==> config.mk <==
export PLATFORM = sky130hd
export DESIGN_NAME = axil_copy_ctrl
export DESIGN_NICKNAME = d
export VERILOG_FILES = /design/src/rtl/axixfer_pkg.sv /design/src/rtl/axil_copy_ctrl.sv
export SDC_FILE = /design/constraint.sdc
export NUM_CORES = 1
export LEC_CHECK = 0
export CAP_MARGIN = 20
export CELL_PAD_IN_SITES_DETAIL_PLACEMENT = 0
export CELL_PAD_IN_SITES_GLOBAL_PLACEMENT = 1
export CORE_ASPECT_RATIO = 1.1
export CORE_MARGIN = 3
export CORE_UTILIZATION = 48
export CTS_CLUSTER_DIAMETER = 120
export DETAILED_ROUTE_END_ITERATION = 10
export DONT_BUFFER_PORTS = 1
export PLACE_DENSITY_LB_ADDON = 0.1
export SLEW_MARGIN = 20
export SYNTH_ARGS = -nofsm -noshare
export SYNTH_HDL_FRONTEND = slang
export SYNTH_SLANG_ARGS = --single-unit
export TNS_END_PERCENT = 100
==> constraint.sdc <==
create_clock -name clock -period 3.4 [get_ports clock]
set_input_delay 0.85 -clock clock [delete_from_list [all_inputs] [get_ports clock]]
set_output_delay 0.85 -clock clock [all_outputs]
set_load 0.005 [all_outputs]
==> src/rtl/axixfer_pkg.sv <==
// Shared types and constants for the AXI4-Lite word-copy master.
package axixfer_pkg;

    localparam int          WORD_BYTES = 4;
    localparam logic [3:0]  STRB_ALL   = 4'hF;
    localparam int          AXIL_AW    = 32;
    localparam int          AXIL_DW    = 32;

    typedef enum logic [2:0] {
        IDLE,
        RD_ADDR,
        RD_DATA,
        WR,
        WR_RESP,
        DONE
    } copy_state_t;

endpackage

==> src/rtl/axil_copy_ctrl.sv <==
// AXI4-Lite master copying LEN words from SRC to DST, one read-then-write per word,
// ascending addresses, a single transaction outstanding at any time.
module axil_copy_ctrl
    import axixfer_pkg::*;
#(
    parameter int LEN_W = 16
) (
    input  logic               clock,
    input  logic               reset,
    input  logic               start,
    input  logic [AXIL_AW-1:0] src_addr,
    input  logic [AXIL_AW-1:0] dst_addr,
    input  logic [LEN_W-1:0]   len,
    output logic               busy,
    output logic               done,
    output logic [LEN_W-1:0]   count,
    output logic               AWVALID,
    input  logic               AWREADY,
    output logic [AXIL_AW-1:0] AWADDR,
    output logic               WVALID,
    input  logic               WREADY,
    output logic [AXIL_DW-1:0] WDATA,
    output logic [3:0]         WSTRB,
    input  logic               BVALID,
    output logic               BREADY,
    output logic               ARVALID,
    input  logic               ARREADY,
    output logic [AXIL_AW-1:0] ARADDR,
    input  logic               RVALID,
    output logic               RREADY,
    input  logic [AXIL_DW-1:0] RDATA
);

    copy_state_t        state;
    logic [AXIL_AW-1:0] src_base;
    logic [AXIL_AW-1:0] dst_base;
    logic [LEN_W-1:0]   len_reg;
    logic [AXIL_DW-1:0] data_reg;
    logic               aw_done;
    logic               w_done;

    logic [AXIL_AW-1:0] word_off;
    logic [LEN_W-1:0]   count_inc;
    logic               aw_hs;
    logic               w_hs;

    // Addresses derive from registered state only, so they are stable while VALID waits.
    assign word_off  = AXIL_AW'(count) * AXIL_AW'(WORD_BYTES);
    assign ARADDR    = src_base + word_off;
    assign AWADDR    = dst_base + word_off;
    assign WDATA     = data_reg;
    assign WSTRB     = STRB_ALL;
    assign count_inc = count + LEN_W'(1);
    assign aw_hs     = AWVALID && AWREADY;
    assign w_hs      = WVALID && WREADY;
    assign busy      = (state != IDLE);
    assign done      = (state == DONE);

    always_ff @(posedge clock or negedge reset) begin
        if (!reset) begin
            state    <= IDLE;
            src_base <= '0;
            dst_base <= '0;
            len_reg  <= '0;
            data_reg <= '0;
            count    <= '0;
            aw_done  <= 1'b0;
            w_done   <= 1'b0;
            ARVALID  <= 1'b0;
            RREADY   <= 1'b0;
            AWVALID  <= 1'b0;
            WVALID   <= 1'b0;
            BREADY   <= 1'b0;
        end else begin
            case (state)
                IDLE: begin
                    if (start) begin
                        src_base <= {src_addr[AXIL_AW-1:2], 2'b00};
                        dst_base <= {dst_addr[AXIL_AW-1:2], 2'b00};
                        len_reg  <= len;
                        count    <= '0;
                        if (len != '0) begin
                            ARVALID <= 1'b1;
                            state   <= RD_ADDR;
                        end else begin
                            state   <= DONE;
                        end
                    end
                end
                RD_ADDR: begin
                    if (ARREADY) begin
                        ARVALID <= 1'b0;
                        RREADY  <= 1'b1;
                        state   <= RD_DATA;
                    end
                end
                RD_DATA: begin
                    if (RVALID) begin
                        data_reg <= RDATA;
                        RREADY   <= 1'b0;
                        AWVALID  <= 1'b1;
                        WVALID   <= 1'b1;
                        aw_done  <= 1'b0;
                        w_done   <= 1'b0;
                        state    <= WR;
                    end
                end
                WR: begin
                    // AW and W complete independently; leave once both have handshaken.
                    if (aw_hs) begin
                        AWVALID <= 1'b0;
                        aw_done <= 1'b1;
                    end
                    if (w_hs) begin
                        WVALID <= 1'b0;
                        w_done <= 1'b1;
                    end
                    if ((aw_done || aw_hs) && (w_done || w_hs)) begin
                        BREADY <= 1'b1;
                        state  <= WR_RESP;
                    end
                end
                WR_RESP: begin
                    if (BVALID) begin
                        BREADY <= 1'b0;
                        count  <= count_inc;
                        if (count_inc == len_reg) begin
                            state <= DONE;
                        end else begin
                            ARVALID <= 1'b1;
                            state   <= RD_ADDR;
                        end
                    end
                end
                DONE: begin
                    state <= IDLE;
                end
                default: begin
                    state <= IDLE;
                end
            endcase
        end
    end

    ar_stable: assert property (@(posedge clock) disable iff (!reset)
        ARVALID && !ARREADY |=> ARVALID && $stable(ARADDR));
    aw_stable: assert property (@(posedge clock) disable iff (!reset)
        AWVALID && !AWREADY |=> AWVALID && $stable(AWADDR));
    w_stable: assert property (@(posedge clock) disable iff (!reset)
        WVALID && !WREADY |=> WVALID && $stable(WDATA));

endmodule
Word level (Yosys, flattened, before mapping)

Index checks and enable logic that the tools add are counted.

Register bits: 134
Logic and storage cells: 85

Add/subtract/negate cells: 3
Equal/unequal tests: 15
Mux-type cells: 32
Reduce and logical (&&, ||, !) cells: 22

Operators by type and width:

| cell                  | number |
|---|---|
| $add 32x18->32        | 2 |
| $mux 16               | 2 |
| $pmux 16 s2           | 1 |
| $mux 3                | 7 |
| $ne 2x2->1 const B    | 9 |
| $add 16x1->16 const B | 1 |
| $eq 16x16->1          | 1 |
| $reduce_bool 16->1    | 1 |
| $pmux 3 s5            | 1 |
| $reduce_and 3->1      | 5 |
| $mux 1                | 14 |
| $pmux 1 s2            | 6 |
| $reduce_bool 2->1     | 4 |
| $eq 3x2->1 const B    | 2 |
| $eq 3x3->1 const B    | 2 |
| $reduce_and 6->1      | 1 |
| $reduce_bool 3->1     | 2 |
| $reduce_and 5->1      | 1 |
| $reduce_and 2->1      | 2 |
| $eq 3x1->1 const B    | 1 |
| $logic_and 1x1->1     | 3 |
| $logic_not 3->1       | 1 |
| $pmux 1 s3            | 1 |
| $logic_or 1x1->1      | 2 |

Depth between registers and ports, before layout

Gate-level depths: netlist of run 1.

Word-level depth: 5
Gate-level depth with buffers: 9

Least setup slack after synthesis of run 1

No wires, ideal clock.

Path kind: reg-to-output
From: register count[0]
To: output port ARADDR[24]
Arrival time: 2.448 ns
Required time: 2.550 ns
Slack: 0.102 ns
Cell stages (with the launch flop): 10
Buffers on the path: 0
Cell sequence: dfrtp_1 > ha_1 > fa_1 > a211oi_1 > o21bai_1 > o211a_1 > o221ai_1 > a2bb2oi_1 > nor2_1 > xor2_1

Cells in the longest elaborated chain, start to end: 1

RTL lines:

| what                     | RTL line              | RTL |
|---|---|---|
| start: declaration       | axil_copy_ctrl.sv:16  | `output logic [LEN_W-1:0] count,` |
| start signal: assignment | axil_copy_ctrl.sv:126 | `count <= count_inc;` |
| $add 32x18->32           | axil_copy_ctrl.sv:49  | `assign ARADDR = src_base + word_off;` |
| end: declaration         | axil_copy_ctrl.sv:28  | `output logic [AXIL_AW-1:0] ARADDR,` |

No other way between the ends.

Worst setup path in the final report of run 1

From: register count[0]
To: output port ARADDR[16]

Same word-level chain as after synthesis.

==> results_dict.tcl, run 1 <==
set metrics [dict create \
    status "finished with violations" \
    violations "negative setup slack" \
    final_cell_mix "nand2_1, dfrtp_1, mux2_2, buf_4, nor2_1" \
    clock_path_buffers 2 \
    layout_commonest_cell "nand2_1" \
    post-route-period-util_pct 106.0 \
    reg2reg_slack_ns 0.66 \
    htree_levels 4 \
    critPathCaptureType "output port" \
    finClkSkew_ns 0.008329 \
    die-area_sq_mm 0.01786 \
    worst_pin_slew_ns 0.7263 \
    pwr_density_cell_mw_per_mm2 795.5 \
    drive_gt1_share_pct 31.43 \
    cap_violations 0 \
    worst_r2r_startpoint "count[0]" \
    ir_worst_vdd_uv 386.2 \
    arrival_ns 2.75 \
    final_antenna_net_count 0 \
    yosysUniqueCellTypes 67 \
    path_class "reg -> out" \
    finish.utilization_pct 61.32 \
    synth-main-ff-cell "dfrtp_1" \
    clock_sinks 134 \
    start_kind "flip-flop" \
    start_util_pct 49.33 \
    cp.required_ns 2.55 \
    use_met3_pct 7.217 \
    grt_antenna_before_repair 2 \
    largest_register_ff_count 32 \
    grt_pass1_wl_mm 32.13 \
    drtIter0Drc 247 \
    max_freq_mhz 277.5 \
    ys_seq_area_share_pct 42.87 \
    pin_count 243 \
    grt-busiest-layer "met2" \
    met1_usage_pct 28.31 \
    dieWidth_microns 127.7 \
    rr_worst_depth 10 \
    clockRootBuffer "clkbuf_16" \
    async_reset_ff_share_pct 100.0 \
    gr-usage-all-layers_pct 22.40 \
    grt_pass1_vias 6192 \
    fp-row-count 48 \
    r2r-end "ARVALID" \
    synth.avg_cell_area_sq_um 9.801 \
    postCtsHoldBufs 0 \
    slew_headroom_pct 51.46 \
    clkLatencyLatePin_ns 0.42 \
    drt-total-wl_mm 20.06 \
    setup_tns_ns -2.192 \
    core_sq_mm 0.01586 \
    io_buffers 0 \
    netlist_area_sq_mm 0.007821 \
    path_clk_slew_ns 0.06 \
    route.vias.total 6029 \
    grt_max_degree 135 \
    viasPerCell 5.704 \
    hold_viol_final 0 \
    cts_buffers 17 \
    area_growth_pct 24.32 \
    setup_slack_ns -0.2035 \
    synthCells 798 \
    gp_congestion 0.8934 \
    finalSetupViolations 24 \
    rsz0062_at_grt "yes" \
    ys_ff_latch 134 \
    layout_min_cycle_time_ns 3.603 \
    synth_edf_count 0 \
    drc_errors 0 \
    slew_violations 0 \
    die_h_microns 139.9 \
    crit_end "ARADDR[16]" \
    routedWlPerCell_microns 18.98 \
    leakage_nw 4.389 \
    path_max_fanout 3 \
    gr-total-overflow 0 \
    hp-class "in -> async" \
    tritoncts "done" \
    yosysWarnings 0 \
    grt_util_met2_pct 37.23 \
    drt-pass1-iter-count 4 \
    dp.final_hpwl_mm 14.49 \
    crit_start "count[0]" \
    fin_nets 998 \
]
-- critical path, stage by stage (launching register included) --
cell and delay (ns):
dfrtp_1 0.41, ha_2 0.22, fa_2 0.35, a211oi_2 0.19
o21bai_1 0.11, o211a_1 0.27, buf_6 0.14, o221a_4 0.24
o21ai_2 0.11, nor2b_4 0.17, xnor2_2 0.13
-- kinds of logic after synthesis --
family	share of synthesized area, %
AO/OA/AOI/OAI	12.43
XOR/XNOR	8.623
adder cells (fa/ha/maj)	5.791
buffers and inverters	3.135
flip-flops	42.87
multiplexers	10.51
other	0.09602
AND/OR/NAND/NOR	16.54
-- synth_stat cells (all sizes together), types with 2 or more instances --
library cell,n,area share (%)
nand2b,9,0.72
a211oi,5,0.48
ha,33,5.3
nor2,51,2.4
clkbuf,17,0.82
dfrtp,134,43
o211ai,6,0.58
a22o,2,0.22
and4,4,0.45
a21oi,31,2.0
mux2,73,11
o21bai,7,0.67
and2,8,0.64
and3,8,0.64
o21a,6,0.58
nor2b,6,0.48
nor3b,5,0.48
a31o,2,0.22
nand4,7,0.83
nor4,6,0.75
a21o,11,1.1
nand2,143,6.9
nand3,16,1.1
conb,2,0.096
buf,20,1.6
nor3,4,0.26
fa,2,0.51
or3,5,0.40
o21ai,42,2.7
xor2,23,2.6
o41ai,2,0.22
o31ai,8,0.77
or4,2,0.19
a21boi,2,0.19
inv,14,0.67
a31oi,7,0.56
xnor2,54,6.0
-- cell type report --
class / count / area (sq um)
diodes: 1 / 2.502
clock buffers: 17 / 425.4
clock inverters: 15 / 195.2
fillers: 1345 / 6132
inverters: 14 / 52.55
multi-input cells: 619 / 4967
flip-flops and latches: 134 / 3363
well taps: 200 / 250.2
repair buffers: 57 / 466.7
-- routing by layer --
metal | share of wire [%] | routed length, microns | vias up
li1 | - | - | 2880
met1 | 42 | 8465 | 2921
met2 | 49 | 9836 | 206
met3 | 7.3 | 1472 | 22
met4 | 1.4 | 286 | 0
met5 | 0 | 0 | -
-- how the worst min path moves through the flow --
stage / to / slack (ns)
after detailed placement: w_done / 0.48
after global placement: aw_done / 0.46
after global routing: src_base[6] / 0.1
after floorplan: aw_done / 0.45
after CTS: src_base[3] / 0.10
final: src_base[6] / 0.12
-- timing repair --
action	in CTS	in global routing
pin swaps	37	25
buffers inserted	17	9
gates resized for setup	90	37
cloned	0	0
endpoints found under the setup margin	39	39
-- metrics by stage --
stage	instances	power [W]	setup WS [ns]	cell area, sq um	hold slack [ns]
6_report	1057	0.007735	-0.2035	9723	0.1242
5_1_grt	1057	0.008291	-0.3004	9723	0.09643
4_1_cts	1047	0.007684	-0.2399	9423	0.1033
3_5_place_dp	998	0.005463	-0.03385	8137	0.4760
3_3_place_gp	998	0.005337	-0.0001195	8137	0.4592
2_1_floorplan	804	0.004846	0.1024	7844	0.4503
-- power breakdown --
group / internal [W] / switching, W / leakage [nW]
registers: 0.00231 / 0.000690 / 1.63
clock network: 0.00117 / 0.000754 / 0.297
logic: 0.00144 / 0.00137 / 2.46
No activity file was read; power rests on OpenSTA's default activity.
==> inputs of run 2 (changes only) <==
CORE_ASPECT_RATIO = 0.5   (was 1.1)
SKIP_LAST_GASP = 1   (was unset)
==> run 2 against run 1 <==
  * The flow still finishes with violations (negative setup slack)
  * Worst hold slack better by 0.0029 ns
  * Combinational power up 3%
  * Clock-buffer cell count is 2 higher
  * Design area increased by 1.8%
  * Global-route usage increased by 0.80 points
  * Core utilization rose by 1.9 points
==> results_dict.tcl, run 2 (synthesized netlist as in run 1, its figures left out) <==
set metrics [dict create \
    path_max_fanout 3 \
    tritoncts "done" \
    drtIter0Drc 278 \
    finalSetupViolations 31 \
    layout_min_cycle_time_ns 3.651 \
    clkLatencyLatePin_ns 0.42 \
    largest_register_ff_count 32 \
    cts_buffers 17 \
    viasPerCell 5.601 \
    route.vias.total 6088 \
    setup_slack_ns -0.2510 \
    rsz0062_at_grt "yes" \
    setup_tns_ns -3.846 \
    grt_max_degree 135 \
    leakage_nw 4.415 \
    gr-total-overflow 0 \
    hp-class "in -> async" \
    drt-total-wl_mm 21.15 \
    postCtsHoldBufs 0 \
    hold_viol_final 0 \
    clockRootBuffer "clkbuf_16" \
    r2r-end "ARVALID" \
    clock_sinks 134 \
    htree_levels 4 \
    area_growth_pct 26.56 \
    fin_area_sq_mm 0.009898 \
    final_cell_mix "nand2_1, dfrtp_1, mux2_2, buf_4, nor2_1" \
    fp-row-count 32 \
    routedWlPerCell_microns 19.45 \
    reg2reg_slack_ns 0.62 \
    grt_antenna_before_repair 2 \
    start_util_pct 49.96 \
    cp.required_ns 2.55 \
    violations "negative setup slack" \
    start_kind "flip-flop" \
    gp_congestion 0.8379 \
    cap_violations 0 \
    gr-usage-all-layers_pct 23.19 \
    post_dp_cell_area_sq_mm 0.008153 \
    drt-pass1-iter-count 5 \
    die-area_sq_mm 0.01795 \
    rr_worst_depth 10 \
    path_class "reg -> out" \
    layout_commonest_cell "nand2_1" \
    finClkSkew_ns 0.008930 \
    path_clk_slew_ns 0.06 \
    drive_gt1_share_pct 33.53 \
    pin_count 243 \
    grt_pass1_wl_mm 32.66 \
    slew_headroom_pct 51.14 \
    ir_worst_vdd_uv 350.5 \
    dp.final_hpwl_mm 14.34 \
    pwr_density_cell_mw_per_mm2 786.1 \
    post-route-period-util_pct 107.4 \
    status "finished with violations" \
    arrival_ns 2.80 \
    finish.utilization_pct 63.23 \
    dieWidth_microns 186.5 \
    final_antenna_net_count 0 \
    worst_r2r_startpoint "count[0]" \
    fin_nets 1007 \
    drc_errors 0 \
    slew_violations 0 \
    core_sq_mm 0.01566 \
    worst_pin_slew_ns 0.7311 \
    max_freq_mhz 273.9 \
    critPathCaptureType "output port" \
    clock_path_buffers 2 \
    grt_pass1_vias 5996 \
    die_h_microns 96.26 \
    power.total_w 0.007781 \
    io_buffers 0 \
]
-- run 2: how the worst max path moves through the flow --
stage | from | end | slack (ns)
6_report | count[0] | ARADDR[28] | -0.25
4_1_cts | count[0] | ARADDR[28] | -0.22
3_5_place_dp | count[0] | ARADDR[28] | -0.05
3_3_place_gp | count[0] | ARADDR[26] | -0.08
5_1_grt | count[0] | ARADDR[26] | -0.37
2_1_floorplan | count[0] | ARADDR[24] | 0.10
-- run 2: critical path: stages, from the launching register on --
cell and delay (ns):
dfrtp_2 0.45, ha_4 0.18, fa_2 0.35, a211oi_2 0.20
o21bai_1 0.13, o211a_1 0.29, o221ai_4 0.22, a2bb2oi_2 0.20
buf_4 0.13, nor2_1 0.04, xor2_1 0.20
-- run 2: what timing repair did --
action / CTS / global route
hold endpoints to repair: 0 / 0
gates resized for setup: 94 / 57
pin swaps: 41 / 42
setup endpoints to repair: 39 / 41
gates cloned: 0 / 0
buffers inserted: 28 / 13
-- run 2: power breakdown --
part	leakage (nW)	switching, W	internal (W)
sequential	1.63	0.000710	0.00231
combinational	2.50	0.00139	0.00150
clock	0.290	0.000755	0.00111
-- run 2: routing by layer --
metal,GRT usage (%),up-vias,share of wire [%]
met5,0,-,0.061
met4,6.788,2,1.3
met3,8.658,21,8.7
met2,36.61,196,45
met1,30.21,2977,45
li1,-,2892,-
-- run 2: cell type report --
class | instances | area [sq um]
antenna | 1 | 2.502
tap | 221 | 276.5
multi-input combinational | 619 | 5062
sequential | 134 | 3364
clock inverter | 13 | 146.4
fill | 1239 | 5757
inverter | 14 | 52.55
timing repair buffer | 66 | 550.5
clock buffer | 19 | 442.9
-- run 2: metrics by stage --
stage	hold WS (ns)	setup slack, ns	std cells
after floorplan	0.4503	0.1024	804
after global placement	0.4599	-0.07674	1016
after detailed placement	0.4741	-0.05022	1016
after CTS	0.1059	-0.2174	1076
after global routing	0.09917	-0.3716	1087
final	0.1271	-0.2510	1087
